`config.mk`:
```
export PLATFORM = sky130hd
export DESIGN_NAME = iq_sat_addsub
export DESIGN_NICKNAME = d
export VERILOG_FILES = /design/src/rtl/iq_arith_pkg.sv /design/src/rtl/iq_sat_clip.sv /design/src/rtl/iq_sat_addsub.sv
export SDC_FILE = /design/constraint.sdc
export NUM_CORES = 1
export LEC_CHECK = 0
export BUFFER_PORTS_ARGS = -buffer_cell sky130_fd_sc_hd__buf_2
export CORE_ASPECT_RATIO = 0.75
export CORE_MARGIN = 1.5
export CORE_UTILIZATION = 53
export CTS_CLUSTER_DIAMETER = 60
export DETAILED_ROUTE_END_ITERATION = 10
export GPL_ROUTABILITY_DRIVEN = 0
export PLACE_DENSITY = 0.78
export SKIP_LAST_GASP = 1
export SYNTH_ARGS = -nofsm -noshare
export SYNTH_HDL_FRONTEND = slang
export SYNTH_HIERARCHICAL = 1
export SYNTH_SLANG_ARGS = --single-unit
```
`constraint.sdc`:
```
create_clock -name M100CLK -period 4.45 [get_ports M100CLK]
set_clock_uncertainty 0.15 [all_clocks]
set_input_delay 0.445 -clock M100CLK [delete_from_list [all_inputs] [get_ports M100CLK]]
set_output_delay 0.445 -clock M100CLK [all_outputs]
set_load 0.1 [all_outputs]
```
`src/rtl/iq_arith_pkg.sv`:
```
// iq_arith_pkg: add/sub mode encodings and saturation bounds for the I/Q arithmetic unit.
// The sat_* helpers return the w-bit two's-complement bound in the low bits of a wide vector.
package iq_arith_pkg;
    localparam logic MODE_SUB = 1'b0;
    localparam logic MODE_ADD = 1'b1;
    localparam int SAT_W = 128;

    function automatic logic [SAT_W-1:0] sat_max(input int w);
        return (SAT_W'(1) << (w - 1)) - SAT_W'(1);
    endfunction

    function automatic logic [SAT_W-1:0] sat_min(input int w);
        return SAT_W'(1) << (w - 1);
    endfunction
endpackage

```
`src/rtl/iq_sat_clip.sv`:
```
// iq_sat_clip: one-lane combinational clip of a (DATA_W+1)-bit sum to OUT_W bits with overflow flag.
module iq_sat_clip
    import iq_arith_pkg::*;
#(
    parameter int DATA_W = 32,
    parameter int OUT_W  = 32
)(
    input  logic [DATA_W:0]  full,
    output logic [OUT_W-1:0] result,
    output logic             ovf
);
    localparam int TW = DATA_W + 2 - OUT_W;
    localparam logic [OUT_W-1:0] MAX_V = OUT_W'(sat_max(OUT_W));
    localparam logic [OUT_W-1:0] MIN_V = OUT_W'(sat_min(OUT_W));

    logic [TW-1:0] top_bits;

    // the value fits iff every bit from the sum's MSB down to the output sign bit agrees
    always_comb begin
        top_bits = full[DATA_W -: TW];
        ovf = |top_bits & ~&top_bits;
        result = ovf ? (full[DATA_W] ? MIN_V : MAX_V) : full[OUT_W-1:0];
    end
endmodule

```
`src/rtl/iq_sat_addsub.sv`:
```
// iq_sat_addsub: multi-lane two-stage saturating add/sub with valid/ready and sticky overflow.
// Optional overflow beat counter enabled by `define OVF_COUNT_EN.
module iq_sat_addsub
    import iq_arith_pkg::*;
#(
    parameter int DATA_W   = 32,
    parameter int OUT_W    = 32,
    parameter int CHANNELS = 2
`ifdef OVF_COUNT_EN
    , parameter int CNT_W  = 16
`endif
)(
    input  logic                         M100CLK,
    input  logic                         reset,
    input  logic                         mode,
    input  logic                         in_valid,
    output logic                         in_ready,
    input  logic [CHANNELS*DATA_W-1:0]   a,
    input  logic [CHANNELS*DATA_W-1:0]   b,
    output logic                         out_valid,
    input  logic                         out_ready,
    output logic [CHANNELS*OUT_W-1:0]    result,
    output logic [CHANNELS-1:0]          ovf,
    output logic [CHANNELS-1:0]          sticky_ovf,
`ifdef OVF_COUNT_EN
    output logic [CNT_W-1:0]             ovf_count,
`endif
    input  logic                         clr_sticky
);
    localparam logic [DATA_W:0] ONE = {{DATA_W{1'b0}}, 1'b1};

    logic                                en;
    logic                                load;
    logic                                s1_valid;
    logic [CHANNELS-1:0][DATA_W:0]       full_d;
    logic [CHANNELS-1:0][DATA_W:0]       s1_full;
    logic [CHANNELS-1:0][OUT_W-1:0]      clip_res;
    logic [CHANNELS-1:0]                 clip_ovf;

    assign en       = !out_valid | out_ready;
    assign in_ready = en;
    assign load     = en & s1_valid;

    for (genvar k = 0; k < CHANNELS; k++) begin : g_lane
        logic [DATA_W:0] ae;
        logic [DATA_W:0] be;
        assign ae = {a[k*DATA_W+DATA_W-1], a[k*DATA_W +: DATA_W]};
        assign be = {b[k*DATA_W+DATA_W-1], b[k*DATA_W +: DATA_W]};
        assign full_d[k] = (mode == MODE_ADD) ? ae + be : ae + ~be + ONE;
        iq_sat_clip #(.DATA_W(DATA_W), .OUT_W(OUT_W)) u_clip (
            .full   (s1_full[k]),
            .result (clip_res[k]),
            .ovf    (clip_ovf[k])
        );
    end

    always_ff @(posedge M100CLK or posedge reset) begin
        if (reset) begin
            s1_valid   <= 1'b0;
            s1_full    <= '0;
            out_valid  <= 1'b0;
            result     <= '0;
            ovf        <= '0;
            sticky_ovf <= '0;
        end else begin
            if (en) begin
                s1_valid  <= in_valid;
                s1_full   <= full_d;
                out_valid <= s1_valid;
                result    <= clip_res;
                ovf       <= s1_valid ? clip_ovf : '0;
            end
            // a new overflow survives a simultaneous clear
            sticky_ovf <= (clr_sticky ? '0 : sticky_ovf) | (load ? clip_ovf : '0);
        end
    end

`ifdef OVF_COUNT_EN
    always_ff @(posedge M100CLK or posedge reset) begin
        if (reset)
            ovf_count <= '0;
        else if (load & |clip_ovf)
            ovf_count <= (ovf_count == '1) ? ovf_count : ovf_count + CNT_W'(1);
        else if (clr_sticky)
            ovf_count <= '0;
    end
`endif
endmodule

```
### After elaboration in Yosys (flattened, before gate mapping)

Cells that the tools add are included.

* flip-flop bits (word level): 136
* input bits: 134

* muxes and demuxes: 9
* add/sub/neg operators: 6
* bitwise logic cells: 7
* reduce and logical (&&, ||, !) cells: 7

Operator list (count)
* two-way mux 32 bit: 4
* adder 32 x 32 -> 33 bit: 2
* adder 33 x 1 -> 33 bit, second input constant: 2
* adder 33 bit: 2
* two-way mux 33 bit: 2
* inverter 33 bit: 2
* two-way mux 2 bit: 3
* AND reduction 2 bit: 2
* OR reduction 2 bit: 2
* AND 1 bit: 3
* zero test 1 bit: 3
* bitwise OR 2 bit: 1
* bitwise OR 1 bit: 1

### Logic depth before layout (Yosys ltp)

* depth after elaboration: 5
* mapped depth: 12

### Cells and area by module

The synthesis kept the hierarchy.

Modules (own cells, without submodules)
* iq_sat_addsub: instances 1, area each 12283.0 µm², cells an instance 1609, seq. area each 3403.3 µm²
* iq_sat_clip: instances 2, area each 384.1 µm², cells an instance 75, seq. area each 0.0 µm²

### Worst setup path before layout

Ideal clock, no wire load.

* path type: register to output
* start: register out_valid
* end: output in_ready
* arrival time: 2.441 ns
* cell stages (with the launch flop): 6
* setup slack: 1.414 ns
* cells stage by stage: dfrtp_1 nor2b_1 clkbuf_1 inv_2 clkbuf_8 clkbuf_1

* cells in the longest elaborated chain, start to end: 2

Ends and longest elaborated chain
* from (decl): RTL line iq_sat_addsub.sv:20 `output logic out_valid,`
* from (signal assigned): RTL line iq_sat_addsub.sv:69 `out_valid <= s1_valid;`
* zero test 1 bit: RTL line iq_sat_addsub.sv:40 `assign en = !out_valid | out_ready;`
* bitwise OR 1 bit: RTL line iq_sat_addsub.sv:40
* to (decl): RTL line iq_sat_addsub.sv:17 `output logic in_ready,`

No other way between the ends.

### Worst setup path after layout

* start: input a[32]
* end: register s1_full[57] in the netlist's numbering

* cells in the longest elaborated chain, start to end: 3
* elaborated cells on any way between the ends: 4
* classes of those cells: add/sub (3); mux (1)

Ends and longest elaborated chain
* from (decl): RTL line iq_sat_addsub.sv:18 `input logic [CHANNELS*DATA_W-1:0] a,`
* adder 33 bit: RTL line iq_sat_addsub.sv:49 `assign full_d[k] = (mode == MODE_ADD) ? ae + be : ae + ~be + ONE;`
* adder 33 x 1 -> 33 bit: RTL line iq_sat_addsub.sv:49
* two-way mux 33 bit (*): RTL line iq_sat_addsub.sv:49
* to (signal assigned): RTL line iq_sat_addsub.sv:68 `s1_full <= full_d;`
* to (decl): RTL line iq_sat_addsub.sv:36 `logic [CHANNELS-1:0][DATA_W:0] s1_full;`

Mark *: on every way between the ends. The rest lies on a longest branch, timed or not.
A chain may end at the register's enable or synchronous reset.

==> metrics.md <==
| Metric | Value |
|---|---|
| Area growth from synthesis to layout | 11.8% |
| Post-cts sizing count | 0 |
| Remaining max-slew budget at the tightest pin | 15.9% |
| Most instantiated library cell after synthesis | sky130_fd_sc_hd__nand2_1 |
| Number of nets still failing antenna checks after routing | 0 |
| Arrival time reported for the critical path endpoint | 3370 ps |
| Row Count | 49 |
| Timing-limited maximum frequency | 310 MHz |
| Comb pwr share | 55.3% |
| Count of inserted antenna diode cells | 0 |
| Library cell with the largest summed area after synthesis | sky130_fd_sc_hd__dfrtp_1 |
| Maximum vdd ir drop | 0.605 mV |
| Cell area after technology mapping | 13100 µm² |
| Fraction of final layout cells sized beyond drive strength 1 | 14.8% |
| Worst min-delay path category | in -> reg |
| Share of synthesized flip-flops with an asynchronous set or reset | 100% |
| Register share of total power | 24.4% |
| Die X | 184 µm |
| Drt via density | 5.89 |
| Launching element type of the critical path | input port |
| Number of enable-type register cells in the synthesized netlist | 0 |
| Count of maximum capacitance violations | 0 |
| Result of the run | finished clean |
| Final core utilization | 60.5% |
| Critical path capture point type | flop |
| Total number of vias | 13145 |
| Number of nets in the synthesized netlist | 2029 |
| TritonCTS clock tree | done |
| Netlist cell types | 82 |
| Slew Limit Fails | 0 |
| Synthesized area per cell | 7.42 µm² |
| Count of final setup violators | 0 |
| Pre-antenna DRT Iters | 6 |
| Category of the most critical setup path | in -> reg |
| Int Power | 0.00363 W |
| Maximum clock insertion buffer count | 2 |
| Gate count after technology mapping | 1759 |
| Transition time of the tightest slew-check pin | 1260 ps |
| Overall track demand over capacity in global routing | 29.3% |
| Wire length of the first global-routing pass | 60700 µm |
| Number of sinks handled by clock tree synthesis | 136 |
| Top cell types by occurrence after synthesis | sky130_fd_sc_hd__nand2_1 (284), sky130_fd_sc_hd__a21oi_1 (243), sky130_fd_sc_hd__inv_1 (193), sky130_fd_sc_hd__nor2_1 (145), sky130_fd_sc_hd__dfrtp_1 (136) |
| Number of buffers inserted to repair setup after CTS | 0 |
| WL final | 38000 µm |
| GRT overflow | 0 |
| Buffers on Ports | 203 |
| Number of global-route vias before repair | 11907 |
| Peak fanout along the critical path | 5 |
| Final Cell Area | 14600 µm² |
| Worst hold margin | 75.6 ps |
| Worst path required time | 4590 ps |
| Half-perimeter wire length after placement | 28400 µm |
| Number of buffers added to fix hold violations after cts | 0 |
| Share of the yosys chip area belonging to registers | 26.1% |
| DIE HEIGHT | 139 µm |
| Final Hold Fails | 0 |
| Detailed Route Iter0 Violations | 1780 |
| Yosys warning total | 6 |
| Placed cell area | 13900 µm² |
| Crit share post-route | 72.6% |
| Biggest area contributors in the synthesized netlist | sky130_fd_sc_hd__dfrtp_1 (26%), sky130_fd_sc_hd__ha_1 (13%), sky130_fd_sc_hd__a21oi_1 (9.3%), sky130_fd_sc_hd__nand2_1 (8.2%), sky130_fd_sc_hd__inv_1 (5.6%) |
| Most common flop cell mapped by yosys | sky130_fd_sc_hd__dfrtp_1 |
| Clock insertion delay at the later pin of the skew report | 430 ps |
| Switching portion of total power | 53.9% |
| Final total negative setup slack | 0 ps |
| Clock root buffer master | sky130_fd_sc_hd__clkbuf_16 |
| Initial antenna violation count | 0 |
| Final layout net count | 2159 |
| TritonCTS buffer count | 17 |
| Clk slew on worst S/H paths | 70 ps |
| Total number of H-tree levels | 4 |
| Leakage power | 7.31 nW |
| Ports placed on the boundary | 204 |
| Maximum number of pins on one net before global-route repair | 110 |
| Portion of synthesized cell area occupied by the leading cell type | 26.1% |
| Power per cell area | 539 nW/µm² |
| Share of total power in the clock network | 20.3% |
| Area of the core | 24100 µm² |
| RSZ-0062 raised after global routing | no |
| Initial cell density of the core | 54.2% |
| Floorplan die area | 25600 µm² |
| Min Tclk post-route | 3230 ps |
| Synth Register Bits | 136 |
| Post-route DRC | 0 |
| Average wire per cell in the routed design | 17.0 µm |
| Switching component of the power | 0.00424 W |
## state kept, by name, summed over array words and instances, names as in the netlist
name        flops
s1_full        66
result         64
ovf             2
sticky_ovf      2
out_valid       1
s1_valid        1
## logic make-up after synthesis
| family | share of synthesized area, % |
|---|---|
| AO/OA/AOI/OAI | 25.5 |
| flip-flops | 26.1 |
| AND/OR/NAND/NOR | 20.1 |
| adder cells (fa/ha/maj) | 13.3 |
| XOR/XNOR | 3.83 |
| buffers and inverters | 10.8 |
| multiplexers | 0.460 |
## cells in the final DEF, fill, tap and decap left out, types with 7 or more instances in the layout
cell type and n:
sky130_fd_sc_hd__o211ai_1 20, sky130_fd_sc_hd__o21bai_1 21, sky130_fd_sc_hd__buf_4 12, sky130_fd_sc_hd__inv_1 192
sky130_fd_sc_hd__a21o_1 17, sky130_fd_sc_hd__nand4_1 14, sky130_fd_sc_hd__a21oi_1 243, sky130_fd_sc_hd__a31oi_1 10
sky130_fd_sc_hd__nor3_1 29, sky130_fd_sc_hd__ha_1 132, sky130_fd_sc_hd__xor2_1 7, sky130_fd_sc_hd__nand2_1 284
sky130_fd_sc_hd__nand2b_1 15, sky130_fd_sc_hd__nor2_1 145, sky130_fd_sc_hd__a211o_1 7, sky130_fd_sc_hd__a211oi_1 13
sky130_fd_sc_hd__o2111ai_1 7, sky130_fd_sc_hd__xnor2_1 50, sky130_fd_sc_hd__nand3_1 26, sky130_fd_sc_hd__buf_2 202
sky130_fd_sc_hd__o21ai_0 73, sky130_fd_sc_hd__clkbuf_8 8, sky130_fd_sc_hd__nor4_1 19, sky130_fd_sc_hd__o31ai_1 28
sky130_fd_sc_hd__clkbuf_16 17, sky130_fd_sc_hd__o21ai_1 11, sky130_fd_sc_hd__o21a_1 12, sky130_fd_sc_hd__dfrtp_1 136
sky130_fd_sc_hd__nor2b_1 22
## final cells by class
cell class	instances	area, µm²
flip-flops and latches	136	3400
clock buffers	25	536
well taps	331	414
inverters	198	751
repair buffers	214	1100
fillers	2278	9510
clock inverters	6	133
multi-input cells	1322	8250
## final timing paths
check | to | slack [ps] | startpoint | cells past startpoint
worst max-delay path | s1_full[57] | 1220 | a[32] | 12
worst min-delay path | s1_valid | 80 | in_valid | 3
worst max register to register | result[46] | 1760 | s1_full[64] | 6
worst min register to register | result[27] | 310 | result[27] | 2
max in group asynchronous | s1_full[10] | 3020 | reset | 3
min in group asynchronous | sticky_ovf[0] | 100 | reset | 2
## power groups by stage
stage / Combinational [W] / Sequential, W / Clock (W)
floorplan: 0.00159 / 0.00383 / 0
global placement: 0.00425 / 0.00191 / 0
detailed placement: 0.00429 / 0.00194 / 0
CTS: 0.00431 / 0.00192 / 0.00161
global route: 0.00461 / 0.00196 / 0.00167
finish: 0.00435 / 0.00192 / 0.00160
## critical path, stage by stage
cell	delay [ps]
sky130_fd_sc_hd__buf_2	110
sky130_fd_sc_hd__ha_1	220
sky130_fd_sc_hd__fa_1	390
sky130_fd_sc_hd__nor2b_1	170
sky130_fd_sc_hd__o211a_1	270
sky130_fd_sc_hd__o22a_1	290
sky130_fd_sc_hd__a41oi_2	420
sky130_fd_sc_hd__o21ai_1	200
sky130_fd_sc_hd__a21oi_1	320
sky130_fd_sc_hd__o41ai_2	140
sky130_fd_sc_hd__xnor2_1	300
sky130_fd_sc_hd__o21ai_1	90
## metrics by stage
stage	total power, W	std cells	worst slack [ps]
after floorplan	0.00541	1759	216
after global placement	0.00616	2201	914
after detailed placement	0.00623	2201	921
after CTS	0.00784	2232	1340
after global routing	0.00825	2232	1150
final	0.00786	2232	1220
## per-layer routing
layer	share of wire, %	GRT usage [%]
met2	39	40.0
met1	48	46.7
met5	0	0
met4	1.5	6.30
met3	11	5.59
Note: power is estimated with default switching activity, not from simulation.
